--- config.mk ---
export PLATFORM = sky130hd
export DESIGN_NAME = logger_pack16_32_393_flat
export DESIGN_NICKNAME = d
export VERILOG_FILES = /design/src/rtl/logger_pack16_32_393_if.sv /design/src/rtl/logger_pack16_32_393.sv /design/src/flat_wrapper.sv
export SDC_FILE = /design/constraint.sdc
export NUM_CORES = 1
export LEC_CHECK = 0
export ABC_AREA = 1
export CELL_PAD_IN_SITES_DETAIL_PLACEMENT = 0
export CELL_PAD_IN_SITES_GLOBAL_PLACEMENT = 1
export CORE_MARGIN = 2
export CORE_UTILIZATION = 51
export CTS_BUF_LIST = sky130_fd_sc_hd__clkbuf_8
export CTS_CLUSTER_SIZE = 14
export DETAILED_ROUTE_END_ITERATION = 7
export PLACE_DENSITY_LB_ADDON = 0.3
export SLEW_MARGIN = 10
export SYNTH_ARGS = -nofsm -noshare
export SYNTH_HDL_FRONTEND = slang
export SYNTH_SLANG_ARGS = --single-unit
--- constraint.sdc ---
create_clock -name mclk -period 5.25 [get_ports mclk]
set_input_delay 1.05 -clock mclk [delete_from_list [all_inputs] [get_ports mclk]]
set_output_delay 1.05 -clock mclk [all_outputs]
set_load 0.01 [all_outputs]
--- src/rtl/logger_pack16_32_393_if.sv ---
`default_nettype none
// +------------------------------------------------------------------+
// | logger_pack16_32_393_if : halfword input / packed word output    |
// | Rev 1.0                                                          |
// +------------------------------------------------------------------+
interface logger_pack16_32_393_if;
   logic [15:0] din;
   logic        din_stb;
   logic [31:0] dout;
   logic        dout_valid;
   logic        dout_last;
   logic        dout_ready;

   modport master (
      output din, din_stb, dout_ready,
      input  dout, dout_valid, dout_last
   );

   modport slave (
      input  din, din_stb, dout_ready,
      output dout, dout_valid, dout_last
   );
endinterface
`default_nettype wire

--- src/rtl/logger_pack16_32_393.sv ---
`default_nettype none
// +------------------------------------------------------------------+
// | logger_pack16_32_393 : 16->32 record packer with FWFT FIFO,      |
// | whole-record drop on overflow. Rev 1.0                           |
// +------------------------------------------------------------------+
module logger_pack16_32_393 #(
   parameter int REC_WORDS32 = 16,
   parameter int FIFO_LOG2   = 4
) (
   input  wire logic               mclk,
   input  wire logic               rst,
   input  wire logic               en,
   input  wire logic               clr_overflow,
   output logic                    overflow,
   output logic [15:0]             rec_cnt,
   logger_pack16_32_393_if.slave   bus
);

   localparam int c_DEPTH  = 1 << FIFO_LOG2;
   localparam int c_WIDX_W = $clog2(REC_WORDS32);
   localparam logic [c_WIDX_W-1:0] c_LAST_IDX = c_WIDX_W'(REC_WORDS32 - 1);

   typedef enum logic [1:0] {
      S_IDLE = 2'd0,
      S_PACK = 2'd1,
      S_DROP = 2'd2
   } state_t;

   state_t                r_state;
   state_t                w_next;
   logic                  r_hph;
   logic [c_WIDX_W-1:0]   r_widx;
   logic [15:0]           r_low;
   logic [32:0]           r_mem [c_DEPTH];
   logic [FIFO_LOG2-1:0]  r_wptr;
   logic [FIFO_LOG2-1:0]  r_rptr;
   logic [FIFO_LOG2:0]    r_count;

   logic        w_accept;
   logic        w_push;
   logic        w_pop;
   logic        w_drop_entry;
   logic        w_rec_first;
   logic        w_rec_end;
   logic        w_last;
   logic        w_room;
   logic [31:0] w_free;

   assign w_accept    = bus.din_stb && (r_state != S_IDLE);
   assign w_last      = (r_widx == c_LAST_IDX);
   assign w_rec_first = !r_hph && (r_widx == '0);
   assign w_rec_end   = r_hph && w_last;
   // Whole-record reservation: the pop in this same cycle is deliberately ignored.
   assign w_free      = 32'(c_DEPTH) - 32'(r_count);
   assign w_room      = (w_free >= 32'(REC_WORDS32));

   always_ff @(posedge mclk or posedge rst) begin
      if (rst) begin
         r_state <= S_IDLE;
      end else begin
         r_state <= w_next;
      end
   end

   always_comb begin
      w_next       = r_state;
      w_push       = 1'b0;
      w_drop_entry = 1'b0;
      case (r_state)
         S_IDLE: begin
            if (en) w_next = S_PACK;
         end
         S_PACK: begin
            if (bus.din_stb) begin
               if (w_rec_first && !w_room) begin
                  w_drop_entry = 1'b1;
                  w_next       = S_DROP;
               end else begin
                  w_push = r_hph;
                  if (w_rec_end && !en) w_next = S_IDLE;
               end
            end
         end
         S_DROP: begin
            if (bus.din_stb && w_rec_end) w_next = en ? S_PACK : S_IDLE;
         end
         default: w_next = S_IDLE;
      endcase
   end

   always_ff @(posedge mclk or posedge rst) begin
      if (rst) begin
         r_hph  <= 1'b0;
         r_widx <= '0;
         r_low  <= '0;
      end else if (r_state == S_IDLE) begin
         r_hph  <= 1'b0;
         r_widx <= '0;
      end else if (w_accept) begin
         r_hph <= ~r_hph;
         if (!r_hph) begin
            r_low <= bus.din;
         end else begin
            r_widx <= w_last ? '0 : r_widx + c_WIDX_W'(1);
         end
      end
   end

   always_ff @(posedge mclk) begin
      if (w_push) r_mem[r_wptr] <= {w_last, bus.din, r_low};
   end

   assign w_pop          = bus.dout_valid && bus.dout_ready;
   assign bus.dout_valid = (r_count != '0);
   // Gate the head with valid so the outputs read zero whenever the FIFO is empty.
   assign bus.dout       = bus.dout_valid ? r_mem[r_rptr][31:0] : 32'd0;
   assign bus.dout_last  = bus.dout_valid ? r_mem[r_rptr][32] : 1'b0;

   always_ff @(posedge mclk or posedge rst) begin
      if (rst) begin
         r_wptr  <= '0;
         r_rptr  <= '0;
         r_count <= '0;
      end else begin
         if (w_push) r_wptr <= r_wptr + FIFO_LOG2'(1);
         if (w_pop)  r_rptr <= r_rptr + FIFO_LOG2'(1);
         case ({w_push, w_pop})
            2'b10:   r_count <= r_count + (FIFO_LOG2 + 1)'(1);
            2'b01:   r_count <= r_count - (FIFO_LOG2 + 1)'(1);
            default: r_count <= r_count;
         endcase
      end
   end

   always_ff @(posedge mclk or posedge rst) begin
      if (rst) begin
         overflow <= 1'b0;
         rec_cnt  <= '0;
      end else begin
         if (w_drop_entry)      overflow <= 1'b1;
         else if (clr_overflow) overflow <= 1'b0;
         if (w_push && w_last)  rec_cnt  <= rec_cnt + 16'd1;
      end
   end

endmodule
`default_nettype wire

--- src/flat_wrapper.sv ---
// flat-port wrapper written by rule: the top's interface ports become plain ports
module logger_pack16_32_393_flat 
#(
   parameter int REC_WORDS32 = 16,
   parameter int FIFO_LOG2   = 4
)
  (mclk, rst, en, clr_overflow, overflow, rec_cnt, bus_din, bus_din_stb, bus_dout_ready, bus_dout, bus_dout_valid, bus_dout_last);
  logger_pack16_32_393_if bus_i ();
  input  wire logic mclk;
  input  wire logic rst;
  input  wire logic en;
  input  wire logic clr_overflow;
  output logic overflow;
  output logic [15:0] rec_cnt;
  input wire logic [$bits(bus_i.din)-1:0] bus_din;
  input wire logic [$bits(bus_i.din_stb)-1:0] bus_din_stb;
  input wire logic [$bits(bus_i.dout_ready)-1:0] bus_dout_ready;
  output wire logic [$bits(bus_i.dout)-1:0] bus_dout;
  output wire logic [$bits(bus_i.dout_valid)-1:0] bus_dout_valid;
  output wire logic [$bits(bus_i.dout_last)-1:0] bus_dout_last;
  assign bus_i.din = bus_din;
  assign bus_i.din_stb = bus_din_stb;
  assign bus_i.dout_ready = bus_dout_ready;
  assign bus_dout = bus_i.dout;
  assign bus_dout_valid = bus_i.dout_valid;
  assign bus_dout_last = bus_i.dout_last;
  logger_pack16_32_393 #(.REC_WORDS32(REC_WORDS32), .FIFO_LOG2(FIFO_LOG2)) u_core (.mclk(mclk), .rst(rst), .en(en), .clr_overflow(clr_overflow), .overflow(overflow), .rec_cnt(rec_cnt), .bus(bus_i));
endmodule
# == Yosys cells after proc, flatten, opt, wreduce, memory -nomap -nowiden ==
# Memories as Yosys holds them, arrays and structs flattened.
# Index checks and enable logic that the tools add are counted.
# op_classes
n_eq_ne,9
n_lt_le_gt_ge,1
n_reduce_logical,22
n_addsub,7
div,0
bitwise,2
multipliers,0
n_shift,0
mux,26
# ops
operator,n
"32-bit by 5-bit greater-or-equal comparator with 1-bit output, second input constant",1
32-bit two-way mux,1
"16-bit by 1-bit adder with 16-bit output, second input constant",1
4-bit two-way mux,4
1-bit two-way mux,14
"4-bit by 1-bit adder with 4-bit output, second input constant",3
2-bit two-way mux,5
5-bit case mux with 2 select lines,1
2-bit nonzero test,5
1-bit logical AND,8
2-bit case mux with 3 select lines,1
"5-bit by 5-bit subtractor with 6-bit output, first input constant",1
"5-bit by 1-bit adder with 5-bit output, second input constant",1
5-bit nonzero test,1
"5-bit by 1-bit subtractor with 5-bit output, second input constant",1
"2-bit by 1-bit == test with 1-bit output, second input constant",2
"2-bit == test, second input constant",2
"4-bit == test, second input constant",1
4-bit logical NOT,1
"2-bit != test, second input constant",2
4-bit AND reduction,1
1-bit logical NOT,3
"3-bit by 1-bit != test with 1-bit output, second input constant",1
3-bit AND reduction,1
other kinds (4),5
# totals
n_memories,1
register_bits,53
romBits,0
elab_cells,77
latch_bits,0
ramBits,528
out_inout_bits,51
in_bits,22
# memory_table
memory,depth,width,rd,rd_clocked_by_memory_dff,wr,line,rtl
u_core.r_mem,16,33,1,0,1,logger_pack16_32_393.sv:34,logic [32:0] r_mem [c_DEPTH];

# == Logic depth before layout (Yosys ltp) ==
# Gate-level depths: netlist of the first run.
# depth
word_depth,9
depth_mapped,16
ltp_nobuf,15

# == Worst setup path after synthesis of the first run ==
# No wires, ideal clock.
# synth_timing
path_type,input-to-reg
start,in bus_din_stb
end,"mem u_core.r_mem[11][0], enable pin"
required_time_ps,4786
path_buffers,0
cell_stages,4
t_arrival_ps,3695
slack_ps,1091
setup_ps,464
cell_sequence,nand2_2 nor2_8 inv_1 nor3_1
# synth_via
elab_chain_cells,4
# synth_lines
item,line,rtl
from (decl),flat_wrapper.sv:16,input wire logic [$bits(bus_i.din_stb)-1:0] bus_din_stb;
1-bit two-way mux,logger_pack16_32_393.sv:74,if (bus.din_stb) begin
1-bit two-way mux,logger_pack16_32_393.sv:69,case (r_state)
1-bit two-way mux,logger_pack16_32_393.sv:110,"if (w_push) r_mem[r_wptr] <= {w_last, bus.din, r_low};"
1-bit two-way mux (not written as such),logger_pack16_32_393.sv:110,
to (decl),logger_pack16_32_393.sv:34,
# Every way passes these cells.

# == Worst setup path in the final report of the first run ==
# layout_timing
start,reg u_core.r_rptr[0]
end,out bus_dout[16]
# layout_via
elab_chain_cells,2
# layout_lines
item,line,rtl
from (decl),logger_pack16_32_393.sv:36,logic [FIFO_LOG2-1:0] r_rptr;
from (signal assigned),logger_pack16_32_393.sv:126,if (w_pop) r_rptr <= r_rptr + FIFO_LOG2'(1);
memory 16 x 33 bit,-,
32-bit two-way mux,logger_pack16_32_393.sv:116,assign bus.dout = bus.dout_valid ? r_mem[r_rptr][31:0] : 32'd0;
to (decl),flat_wrapper.sv:18,output wire logic [$bits(bus_i.dout)-1:0] bus_dout;
# Every way passes these cells.

==> summary.txt, run 1 <==
Timing
  – Worst-Margin Slew: 1059 ps
  – Final critical-path share of the clock period: 0.9129
  – RSZ-0062 raised after global routing: no
  – Final Max Slew Viols: 0
  – Final setup fails: 0
  – Maximum clock frequency: 208.7 MHz
  – Worst setup margin: 457.4 ps
  – Max_slew headroom: 0.2931
  – Crit path time final: 4793 ps
  – Final Hold Viols: 0
  – Clock skew: 44.17 ps
  – Setup TNS Final: 0 ps

Floorplanning
  – Initial Util: 0.5129
  – Die H: 225.2 µm
  – IO Pins: 73
  – Core box area: 48,650 µm²
  – DIE AREA: 50,710 µm²
  – Die extent in x: 225.2 µm
  – Row cnt: 81

Clocking
  – Root buffer cell: clkbuf_8
  – # clock sinks: 581
  – CTS Buf Count: 95
  – Longest Clk Path Bufs: 3
  – Count of hold-fix buffers inserted at cts: 0
  – H-Tree Depth: 3
  – Setup Buffers After CTS: 0
  – Clock transition at the registers of the reported paths: 60 ps
  – CTS tree: done
  – Clock latency at the later pin of the worst-skew pair: 700 ps
  – Post-cts sizing count: 0

Power and ir drop
  – Total power: 14.55 mW
  – PwrDens: 516.4 nW/µm²
  – VDD IR max: 0.3080 mV
  – Leakage: 11.81 nW

Synth
  – Simple-gate share of the synthesized area: 0.2117
  – Xor/xnor share of the synthesized area: 0.007020
  – Register bit total from synthesis: 581
  – FFs w/ async S/R, synth: 0.09122
  – Synth Warn #: 0
  – Synth Area in Adders: 0.007321
  – Count leader, synth: nand2_1
  – Largest cells by area after synthesis: edfxtp_1, nand2_1, nand3_1
  – Syn avg cell area: 10.51 µm²
  – Post-synthesis cell type count: 33
  – Synth Area in Compound Gates: 0.01033
  – Main flop type after synthesis: edfxtp_1
  – Sequential area share after synthesis: 0.6886
  – Post-synth EDFFs: 528
  – Multiplexer share of the synthesized area: 0.007221
  – Syn_nets: 2,409
  – Mapped Area: 24,950 µm²
  – Top cell type's share of synthesized area: 0.6354
  – Cells after Synth: 2,373
  – Largest family of logic cells by synthesized area: simple AND/OR/NAND/NOR gates
  – Post-synth top area cell: edfxtp_1
  – Commonest cells in the netlist: nand2_1, edfxtp_1, nand3_1

Place
  – Placed cells: 2,993
  – Routability cong.: 0.8122
  – Buffers added on ports: 72
  – Post-DP HPWL: 32.02 mm
  – Dpl cell area: 26,400 µm²
  – Placement Setup Slack: 1170 ps

Setup path
  – WS Path Type: flop to output pin
  – R2R Setup Slk: 1580 ps
  – Critical Path Fanout Max: 132
  – CP Launch Type: flop
  – CP arrival: 3740 ps
  – Register-to-Register Path Depth: 15
  – FF-to-FF Start: u_core.r_count[0]$_DFFE_PP0P_
  – Element type at the critical path end: output pin
  – Reg2Reg Capture Point: u_core.r_count[3]$_DFFE_PP0P_
  – CP required: 4200 ps

Worst hold path
  – Hold depth: 2
  – Hold Path Class: flop to flop
  – HP Start: u_core.rec_cnt[14]$_DFFE_PP0P_
  – WHS Endpoint: u_core.rec_cnt[14]$_DFFE_PP0P_

Global route
  – GRT Resource Usage Total: 0.2475
  – Top Usage Layer GRT: met2
  – Pin count of the biggest net entering global routing: 133
  – Initial antenna violation count: 1
  – Met3 Resource Use GR: 0.04316
  – Met1 global-route usage: 0.3273
  – Met2 Use GR: 0.4082
  – Vias in the first global route: 16,270
  – Grt total ovfl: 0
  – First-pass GRT wire length: 93.71 mm

Route
  – DRC: 0
  – Wire per inst: 19.32 µm
  – DR vias/cell: 5.281
  – Drt pass-1 iters: 5
  – Detailed Route WL: 61.27 mm
  – Via Count: 16,750
  – Initial detailed-routing violation count: 1,490
  – Post-route ant nets: 0

Final layout
  – Non-filler cells, final: 3,171
  – Final instance area: 28,180 µm²
  – Fillers: 4,032
  – Area growth syn-to-layout: 12.93%
  – Antenna diodes: 0
  – Nets@finish: 2,504
  – Layout cells sized above 1: 0.08592

Outcome
  – Status: complete, no violations

Run
  – Max-Cap Viols: 0
-- stage by stage --
step | hold WS (ps) | util
after CTS | 526.0 | 0.5792
after floorplan | 500.7 | -
final | 522.2 | 0.5792
after global placement | 498.4 | 0.5426
after global routing | 544.0 | 0.5792
after detailed placement | 502.3 | 0.5426
-- worst max path at each step --
stage                                 start                            end  slack (ps)  cells after the start
2_1_floorplan                   bus_din_stb  u_core.r_mem[11][0]$_DFFE_PP_        1090                      4
4_1_cts        u_core.r_rptr[0]$_DFFE_PP0P_                   bus_dout[16]         400                      9
6_report       u_core.r_rptr[0]$_DFFE_PP0P_                   bus_dout[16]         460                      9
3_3_place_gp   u_core.r_rptr[0]$_DFFE_PP0P_                   bus_dout[16]        1140                      9
3_5_place_dp   u_core.r_rptr[0]$_DFFE_PP0P_                   bus_dout[16]        1170                      9
5_1_grt        u_core.r_rptr[0]$_DFFE_PP0P_                   bus_dout[16]         250                      9
-- routing by layer --
metal  share of wire  routed length (µm)  up-vias
li1                -                   -     7967
met1            0.42               25750     8100
met2            0.48               29460      563
met3           0.068                4180      117
met4           0.031                1882        0
met5               0                   0        -
-- worst max-delay path, cell delays in order (launching register included) --
cell             delay, ps
dfrtp_4                670
inv_8                  620
buf_4                  410
nand2_1                 80
nand2_1                 60
nand2_1                 40
nand3_1                 90
nand3_1                100
a21oi_1                250
clkdlybuf4s50_1        590
-- report_power, final --
group	switching, mW	internal, mW	total (mW)
registers	0.586	5.55	6.14
clock network	1.79	1.88	3.68
logic	3.04	1.70	4.74
-- flip-flops by register name, summed over array words and instances (netlist names) --
| signal | flops |
|---|---|
| u_core.r_widx | 4 |
| u_core.r_state | 2 |
| u_core.r_hph | 1 |
| u_core.rec_cnt | 16 |
| u_core.r_count | 5 |
| u_core.overflow | 1 |
| u_core.r_mem | 528 |
| u_core.r_rptr | 4 |
| u_core.r_low | 16 |
| u_core.r_wptr | 4 |
-- placed cells by master, fill, tap and decap left out, types with 2 or more instances in the layout --
master	netlist	layout
nand2_2	4	4
clkinv_1	1	24
nor2_1	37	23
nand2_1	861	861
nand4_1	6	6
buf_4	3	39
dfrtp_4	0	2
mux2_2	16	16
clkbuf_8	0	101
inv_6	0	3
edfxtp_1	528	528
o22ai_1	2	2
clkinv_2	1	14
inv_1	301	332
inv_2	3	4
clkdlybuf4s50_1	0	72
buf_12	0	3
o21ai_0	11	11
ha_1	13	12
nand3_1	345	345
nor2_2	2	2
xnor2_1	4	4
dfrtp_2	0	2
nor2_4	1	15
nor3_1	8	6
dfrtp_1	53	49
nor3_2	1	3
xor2_1	16	16
a21oi_1	37	37
bufinv_16	0	2
-- cell families (layout without fill, tap and decap cells) --
family,Yosys count,in the layout
AO/OA/AOI/OAI,51,51
flip-flops,581,581
multiplexers,16,16
adder cells (fa/ha/maj),14,14
buffers and inverters,422,598
AND/OR/NAND/NOR,1269,1269
XOR/XNOR,20,20
-- area by class of cell --
type,instances,area [µm²],share of cell area
clock buffer,101,1390,0.04933
clock inverter,77,389.1,0.01381
inverter,306,1160,0.04116
multi-input combinational,1370,6195,0.2198
sequential,581,17190,0.6101
tap,622,778.2,0.02762
timing repair buffer,114,1074,0.03810
(Power assumes the default switching activity.)
==> run 2, diff against run 1 <==
- HOLD_SLACK_MARGIN: unset -> 0.05
==> results of run 2 <==
Same layout as run 1: the final DEF is identical, and so are final timing and power.
